## src/rtl/sys_defs.sv

```systemverilog
// Shared pipeline definitions: issue packet layout, execution channel and operand selects.
package sys_defs;

    typedef enum logic [1:0] {
        ALU  = 2'd0,
        BR   = 2'd1,
        MULT = 2'd2
    } channel_t;

    typedef enum logic [1:0] {
        OPA_IS_RS1  = 2'd0,
        OPA_IS_NPC  = 2'd1,
        OPA_IS_PC   = 2'd2,
        OPA_IS_ZERO = 2'd3
    } alu_opa_select;

    typedef enum logic [1:0] {
        OPB_IS_RS2   = 2'd0,
        OPB_IS_I_IMM = 2'd1,
        OPB_IS_S_IMM = 2'd2,
        OPB_IS_B_IMM = 2'd3
    } alu_opb_select;

    typedef struct packed {
        logic [31:0]   PC;
        logic [31:0]   inst;
        channel_t      channel;
        alu_opa_select opa_select;
        alu_opb_select opb_select;
        logic [4:0]    dest_reg_idx;
        logic          valid;
    } IS_PACKET;

endpackage

```

## src/rtl/is_issue_queue_if.sv

```systemverilog
// Enqueue/issue bundle between decode, the issue queue (slave) and EX.
interface is_issue_queue_if #(
    parameter int DEPTH = 8
);
    import sys_defs::*;

    localparam int CW = $clog2(DEPTH) + 1;

    // Both handshakes are valid/ready: a transfer happens on a rising edge where
    // valid and ready are both high; the producer holds its payload until then.
    logic            enq_valid;
    IS_PACKET        enq_packet;
    logic            enq_ready;
    logic            squash;
    IS_PACKET        is_packet_out;
    logic            is_valid;
    logic            ex_ready;
    logic [CW-1:0]   count;
    logic            full;
    logic            empty;

    modport master (
        output enq_valid, enq_packet, squash, ex_ready,
        input  enq_ready, is_packet_out, is_valid, count, full, empty
    );

    modport slave (
        input  enq_valid, enq_packet, squash, ex_ready,
        output enq_ready, is_packet_out, is_valid, count, full, empty
    );

endinterface

```

## src/rtl/is_mult_tracker.sv

```systemverilog
// Tracks how long the EX multiplier stays occupied after a MULT issues.
module is_mult_tracker #(
    parameter int MULT_LAT = 4
) (
    input  logic clock,
    input  logic reset,
    input  logic issue_mult,
    output logic busy
);
    localparam int MW = (MULT_LAT > 1) ? $clog2(MULT_LAT) : 1;

    logic [MW-1:0] mult_cnt;

    always_ff @(posedge clock or posedge reset) begin
        if (reset) begin
            mult_cnt <= '0;
        end else if (issue_mult) begin
            mult_cnt <= MW'(MULT_LAT - 1);
        end else if (mult_cnt != '0) begin
            mult_cnt <= mult_cnt - MW'(1);
        end
    end

    assign busy = (mult_cnt != '0);

endmodule

```

## src/rtl/is_issue_queue.sv

```systemverilog
// In-order issue queue feeding EX; a MULT head stalls until the multiplier frees.
// Optional same-cycle bypass of an empty queue: define IS_QUEUE_BYPASS_EN.
module is_issue_queue
    import sys_defs::*;
#(
    parameter int DEPTH    = 8,
    parameter int MULT_LAT = 4
) (
    input  logic              clock,
    input  logic              reset,
    is_issue_queue_if.slave   q
);
    localparam int PW = $clog2(DEPTH);
    localparam int CW = PW + 1;

    IS_PACKET        mem [DEPTH];
    logic [PW-1:0]   head;
    logic [PW-1:0]   tail;
    logic [CW-1:0]   count;

    logic     empty;
    logic     full;
    logic     enq_ready;
    logic     offer;
    logic     is_valid;
    logic     issue;
    logic     issue_mult;
    logic     do_enq;
    logic     do_deq;
    logic     mult_busy;
    IS_PACKET out_pkt;
`ifdef IS_QUEUE_BYPASS_EN
    logic     bypass;
`endif

    always_comb begin
        empty     = (count == '0);
        full      = (count == CW'(DEPTH));
        out_pkt   = empty ? '0 : mem[head];
        offer     = !empty;
`ifdef IS_QUEUE_BYPASS_EN
        bypass    = empty && q.enq_valid && !q.squash;
        if (bypass) begin
            out_pkt = q.enq_packet;
            offer   = 1'b1;
        end
`endif
        is_valid   = offer && !q.squash && !(out_pkt.channel == MULT && mult_busy);
        issue      = is_valid && q.ex_ready;
        issue_mult = issue && (out_pkt.channel == MULT);
        // A full queue refuses new work even if the head leaves this cycle.
        enq_ready  = !full && !q.squash;
        do_enq     = q.enq_valid && enq_ready;
        do_deq     = issue && !empty;
`ifdef IS_QUEUE_BYPASS_EN
        // A bypassed packet that issues directly never occupies an entry.
        if (bypass && issue) begin
            do_enq = 1'b0;
        end
`endif
    end

    always_ff @(posedge clock or posedge reset) begin
        if (reset) begin
            head  <= '0;
            tail  <= '0;
            count <= '0;
        end else if (q.squash) begin
            head  <= '0;
            tail  <= '0;
            count <= '0;
        end else begin
            if (do_enq) tail <= tail + PW'(1);
            if (do_deq) head <= head + PW'(1);
            case ({do_enq, do_deq})
                2'b10:   count <= count + CW'(1);
                2'b01:   count <= count - CW'(1);
                default: count <= count;
            endcase
        end
    end

    // Entries carry no reset; count alone decides which are live.
    always_ff @(posedge clock) begin
        if (do_enq) begin
            mem[tail] <= q.enq_packet;
        end
    end

    is_mult_tracker #(
        .MULT_LAT (MULT_LAT)
    ) u_mult_tracker (
        .clock      (clock),
        .reset      (reset),
        .issue_mult (issue_mult),
        .busy       (mult_busy)
    );

    assign q.enq_ready     = enq_ready;
    assign q.is_packet_out = out_pkt;
    assign q.is_valid      = is_valid;
    assign q.count         = count;
    assign q.full          = full;
    assign q.empty         = empty;

endmodule

```

## src/flat_wrapper.sv

```systemverilog
// flat-port wrapper written by rule: the top's interface ports become plain ports
module is_issue_queue_flat import sys_defs::*;
#(
    parameter int DEPTH    = 8,
    parameter int MULT_LAT = 4
)
  (clock, reset, q_enq_valid, q_enq_packet, q_squash, q_ex_ready, q_enq_ready, q_is_packet_out, q_is_valid, q_count, q_full, q_empty);
  is_issue_queue_if #(.DEPTH(DEPTH)) q_i ();
  input  logic clock;
  input  logic reset;
  input wire logic [$bits(q_i.enq_valid)-1:0] q_enq_valid;
  input wire logic [$bits(q_i.enq_packet)-1:0] q_enq_packet;
  input wire logic [$bits(q_i.squash)-1:0] q_squash;
  input wire logic [$bits(q_i.ex_ready)-1:0] q_ex_ready;
  output wire logic [$bits(q_i.enq_ready)-1:0] q_enq_ready;
  output wire logic [$bits(q_i.is_packet_out)-1:0] q_is_packet_out;
  output wire logic [$bits(q_i.is_valid)-1:0] q_is_valid;
  output wire logic [$bits(q_i.count)-1:0] q_count;
  output wire logic [$bits(q_i.full)-1:0] q_full;
  output wire logic [$bits(q_i.empty)-1:0] q_empty;
  assign q_i.enq_valid = q_enq_valid;
  assign q_i.enq_packet = q_enq_packet;
  assign q_i.squash = q_squash;
  assign q_i.ex_ready = q_ex_ready;
  assign q_enq_ready = q_i.enq_ready;
  assign q_is_packet_out = q_i.is_packet_out;
  assign q_is_valid = q_i.is_valid;
  assign q_count = q_i.count;
  assign q_full = q_i.full;
  assign q_empty = q_i.empty;
  is_issue_queue #(.DEPTH(DEPTH), .MULT_LAT(MULT_LAT)) u_core (.clock(clock), .reset(reset), .q(q_i));
endmodule
```

## config.mk

```make
export PLATFORM = sky130hd
export DESIGN_NAME = is_issue_queue_flat
export DESIGN_NICKNAME = d
export VERILOG_FILES = /design/src/rtl/sys_defs.sv /design/src/rtl/is_issue_queue_if.sv /design/src/rtl/is_mult_tracker.sv /design/src/rtl/is_issue_queue.sv /design/src/flat_wrapper.sv
export SDC_FILE = /design/constraint.sdc
export NUM_CORES = 1
export LEC_CHECK = 0
export ABC_AREA = 1
export BUFFER_PORTS_ARGS = -buffer_cell sky130_fd_sc_hd__clkbuf_2
export CORE_ASPECT_RATIO = 0.7
export CORE_MARGIN = 3
export CORE_UTILIZATION = 25
export CTS_CLUSTER_DIAMETER = 120
export DETAILED_ROUTE_END_ITERATION = 6
export PLACE_DENSITY_LB_ADDON = 0.1
export REMOVE_ABC_BUFFERS = 1
export SYNTH_ARGS = -nofsm -noshare
export SYNTH_HDL_FRONTEND = slang
export SYNTH_HIERARCHICAL = 1
export SYNTH_SLANG_ARGS = --single-unit
```

## constraint.sdc

```tcl
create_clock -name clock -period 8.85 [get_ports clock]
set_clock_uncertainty 0.15 [all_clocks]
set_input_delay 1.3275 -clock clock [delete_from_list [all_inputs] [get_ports clock]]
set_output_delay 1.3275 -clock clock [all_outputs]
set_load 0.05 [all_outputs]
```

# Yosys cells after proc, flatten, opt, wreduce, memory -nomap -nowiden
# Memories as Yosys holds them, arrays and structs flattened.
# Index checks and enable logic that the tools add are counted.
word_totals:
  regBits: 12
  mem_bits_rw: 608
  inputBits: 81
  out_inout_bits: 84
  mem_count: 1
mem_list:
  columns: ["name", "depth", "width", "rd", "rd_ports_with_merged_regs", "write_ports", "line_no", "text"]
  rows:
  - ["u_core.mem", 8, 76, 1, 0, 1, "is_issue_queue.sv:16", "IS_PACKET mem [DEPTH];"]
classes:
  add_sub_neg: 5
  n_eq_ne: 4
  n_mux: 11
  n_reduce_logical: 18
op_table:
  columns: ["operator", "n"]
  rows:
  - ["$mux 76", 1]
  - ["$mux 3", 4]
  - ["$logic_and 1x1->1", 8]
  - ["$pmux 4 s2", 1]
  - ["$reduce_bool 2->1", 4]
  - ["$add 3x1->3 const B", 2]
  - ["$add 4x1->4 const B", 1]
  - ["$eq 2x2->1 const B", 2]
  - ["$eq 4x4->1 const B", 1]
  - ["$logic_not 1->1", 4]
  - ["$logic_not 4->1", 1]
  - ["$mux 2", 2]
  - ["$mux 4", 1]
  - ["$sub 4x1->4 const B", 1]
  - ["$reduce_bool 3->1", 1]
  - ["$eq 2x1->1 const B", 1]
  - ["$mux 1", 2]
  - ["$sub 2x1->2 const B", 1]

# Longest topological paths before layout
logic_depth:
  ltp_word: 11
  depth_mapped: 19
  ltp_nobuf: 18

# Modules after synthesis
# Netlist, hierarchy kept.
by_module_without_submodules:
  columns: ["mod", "instances", "cells_each", "area_each_um2"]
  rows:
  - ["is_issue_queue", 1, 1835, 24181.9]
  - ["is_mult_tracker", 1, 15, 110.1]

# Least setup slack after synthesis
# No wires, ideal clock.
synth_path:
  path_type: "input to register"
  start: "input q_squash"
  end: "memory u_core/mem[0][0] (netlist bit), enable pin"
  arrival_ns: 5.738
  required_ns: 8.189
  setup_slack_ns: 2.451
  stages: 5
  path_buffers: 0
  path_cell_list: "nor2_1 > nand2_1 > inv_2 > nand2_1 > nor2_1"
synth_via:
  elab_chain_len: 5
synth_rtl:
  columns: ["item", "line_no", "text"]
  rows:
  - ["start: declaration", "flat_wrapper.sv:13", "input wire logic [$bits(q_i.squash)-1:0] q_squash;"]
  - ["$logic_not 1->1", "is_issue_queue.sv:52", "enq_ready = !full && !q.squash;"]
  - ["$logic_and 1x1->1", "is_issue_queue.sv:52", null]
  - ["$logic_and 1x1->1", "is_issue_queue.sv:53", "do_enq = q.enq_valid && enq_ready;"]
  - ["$mux 1", "is_issue_queue.sv:85", "if (do_enq) begin"]
  - ["$mux 1 (implied by the code)", "is_issue_queue.sv:86", "mem[tail] <= q.enq_packet;"]
  - ["end: declaration", "is_issue_queue.sv:16", null]
# No other way between the ends.

# Worst setup path in the final report
layout_path:
  start: "register u_core.head[0]"
  end: "output q_is_packet_out[54]"
layout_via:
  elab_chain_len: 2
layout_rtl:
  columns: ["item", "line_no", "text"]
  rows:
  - ["start: declaration", "is_issue_queue.sv:17", "logic [PW-1:0] head;"]
  - ["start signal: assignment", "is_issue_queue.sv:74", "if (do_deq) head <= head + PW'(1);"]
  - ["$mem_v2 8x76", null, null]
  - ["$mux 76", "is_issue_queue.sv:39", "out_pkt = empty ? '0 : mem[head];"]
  - ["end: declaration", "flat_wrapper.sv:16", "output wire logic [$bits(q_i.is_packet_out)-1:0] q_is_packet_out;"]
# No other way between the ends.

==> flow_summary.json <==
{
  "run_status": "finished, final reports clean",
  "die_w_um": 379,
  "pre_cts_ws_ps": 3460,
  "fp.dieArea_um2": 101000,
  "hold_viol": 0,
  "clk_pin_slew_ps": 60,
  "netlist_instances": 1850,
  "clkLatencyLatePin_ps": 600,
  "cts_tree": "done",
  "vdd_ir_drop_max_mv": 0.317,
  "period_share": 0.668,
  "yosys_warnings": 6,
  "grt_pass1_wl_mm": 102,
  "max_stage_delay_ps": 860,
  "cts_setup_buffers": 0,
  "rows": 94,
  "hold_buffers": 0,
  "setup_viol": 0,
  "wl_mm": 70.1,
  "antenna_left": 0,
  "critical_path_buf_inv_count": 3,
  "final_nets": 2068,
  "cts.sinks": 620,
  "vias_per_cell": 4.55,
  "synth_area_um2": 24300,
  "htreeDepth": 3,
  "max_freq_mhz": 169,
  "clockBufferDepth": 3,
  "drc": 0,
  "dp_hpwl_mm": 33.5,
  "wl_per_cell_um": 21.4,
  "grt_pass1_vias": 14800,
  "area_delta_synth_final_pct": 16.9,
  "relSlewSlack": 0.267,
  "drive_gt1_frac": 0.145,
  "worstSetupPathType": "reg2out",
  "path_cells": "buf_4, buf_4, o21ai_0, o22ai_1, o21ai_1, a31oi_1, clkbuf_2",
  "cp.required_ps": 7370,
  "routabilityCongestion": 0.685,
  "yosysTopAreaCellShare": 0.752,
  "die_h_um": 267,
  "grt_max_degree": 162,
  "final_common_cell": "edfxtp_1",
  "timing.final.ws_setup_ps": 2940,
  "power.total_mw": 9.63,
  "met2_usage": 0.220,
  "slew_violations": 0,
  "slowest_stage": "dfrtp_4",
  "mostFrequentLayoutCells": "608 x edfxtp_1, 449 x nor2_1, 281 x o21ai_0, 164 x clkbuf_2, 97 x o21ai_1",
  "path_delay_family": "buffers and inverters",
  "hp-class": "reg2reg",
  "yosysUniqueCellTypes": 28,
  "io_buffers": 164,
  "ios": 165,
  "arrival_ps": 4430,
  "grt_use_met1": 0.192,
  "post_cts_resized": 0,
  "p_leak_nw": 9.40,
  "postSynthAreaPerCell_um2": 13.1,
  "fin_util": 0.298,
  "crit_path_frequent_cell": "buf_4",
  "worstMarginPinSlew_ps": 1100,
  "grtUsageTotal": 0.137,
  "fin_area_um2": 28400,
  "start_util": 0.255,
  "grt_use_met3": 0.0242,
  "endpoint_kind": "primary output",
  "cap_violations": 0,
  "synth_top_area_cell": "edfxtp_1",
  "cp-start-kind": "flip-flop",
  "firstDrtPassIters": 5,
  "rsz0062_at_grt": "no",
  "placed_area_um2": 26400,
  "overflow": 0,
  "vias": 14900,
  "power_density_nw_per_um2": 339,
  "first_iter_violations": 1075,
  "synth_seq_cells": 620,
  "top_usage_layer": "met2",
  "numCtsBuffers": 67,
  "root_buffer": "clkbuf_16",
  "period_needed_ps": 5910,
  "netlist_top_cells_area": "edfxtp_1 75%, nor2_1 7.1%, o21ai_0 5.8%",
  "antenna_found_initial": 5,
  "crit_fanout": 87,
  "yosysSeqAreaShare": 0.764,
  "coreArea_um2": 95100
}
final timing paths:
| path | start | end | slack [ps] | cells past startpoint |
|---|---|---|---|---|
| worst min-delay path | u_core/u_mult_tracker/mult_cnt[0] | u_core/u_mult_tracker/mult_cnt[0] | 360 | 2 |
| max in group asynchronous | reset | u_core/head[0] | 7610 | 2 |
| min in group asynchronous | reset | u_core/u_mult_tracker/mult_cnt[1] | 440 | 2 |
| worst max-delay path | u_core/head[0] | q_is_packet_out[54] | 2940 | 7 |
| worst max register to register | u_core/head[0] | u_core/q.count[3] | 4570 | 19 |
| worst min register to register | u_core/u_mult_tracker/mult_cnt[0] | u_core/u_mult_tracker/mult_cnt[0] | 360 | 2 |
area by class of cell:
type / count / area, µm²
fillers: 9606 / 66800
flip-flops and latches: 620 / 18600
multi-input cells: 1068 / 5080
clock buffers: 82 / 1780
well taps: 1248 / 1560
repair buffers: 186 / 1020
clock inverters: 29 / 211
inverters: 38 / 163
diodes: 2 / 5.00
state kept, by name (all words and copies together) (netlist names):
register                        cells
u_core/q.count                      4
u_core/u_mult_tracker/mult_cnt      2
u_core/mem                        608
u_core/tail                         3
u_core/head                         3
tightest hold or removal path, cell delays in order (launching register included):
cell and delay (ps):
dfrtp_1 340, nand2_1 60, nand3_1 80
logic make-up (layout without fill, tap and decap cells):
group | count (synthesis) | in the layout | share of synthesized area
other | 0 | 2 | 0
DFF | 620 | 620 | 0.764
and+or+nand+nor | 530 | 530 | 0.0849
AOI/OAI and AO/OA | 528 | 528 | 0.116
buffers and inverters | 162 | 335 | 0.0299
xor gates and xnor gates | 4 | 4 | 0.00144
adders and majority gates | 6 | 6 | 0.00340
synth_stat cells:
| master | count |
|---|---|
| fa_1 | 1 |
| o21ai_0 | 281 |
| clkbuf_1 | 67 |
| nor2_2 | 2 |
| dfrtp_1 | 12 |
| inv_2 | 3 |
| nand3_2 | 3 |
| nand3_1 | 17 |
| nor4_2 | 1 |
| xor2_1 | 3 |
| buf_2 | 23 |
| o22ai_1 | 75 |
| buf_4 | 17 |
| nand4_1 | 2 |
| buf_6 | 3 |
| nor2_1 | 457 |
| nand2_2 | 2 |
| inv_4 | 1 |
| nand4_2 | 1 |
| nand2_1 | 45 |
| a31oi_1 | 74 |
| a21oi_1 | 1 |
| buf_1 | 14 |
| xnor2_1 | 1 |
| o21ai_1 | 97 |
| inv_1 | 34 |
| edfxtp_1 | 608 |
| ha_1 | 5 |
metrics by stage:
step | hold slack [ps] | setup TNS, ps | cells
2_1_floorplan | 312 | -82930 | 1726
4_1_cts | 362 | 0 | 3271
3_5_place_dp | 345 | 0 | 3160
5_1_grt | 374 | 0 | 3272
6_report | 364 | 0 | 3273
3_3_place_gp | 327 | 0 | 3160
report_power, final:
group / internal [mW] / switching [mW] / leakage [nW] / total, mW
clock: 1.50 / 1.12 / 0.972 / 2.62
sequential: 3.34 / 0.0726 / 5.65 / 3.41
combinational: 0.764 / 2.83 / 2.78 / 3.59
per-layer routing:
metal | up-vias | wire length, µm
met4 | 4 | 1240
met5 | - | 24
met2 | 246 | 32500
li1 | 7054 | -
met3 | 85 | 2550
met1 | 7505 | 33800
Note: power is estimated with default switching activity, not from simulation.
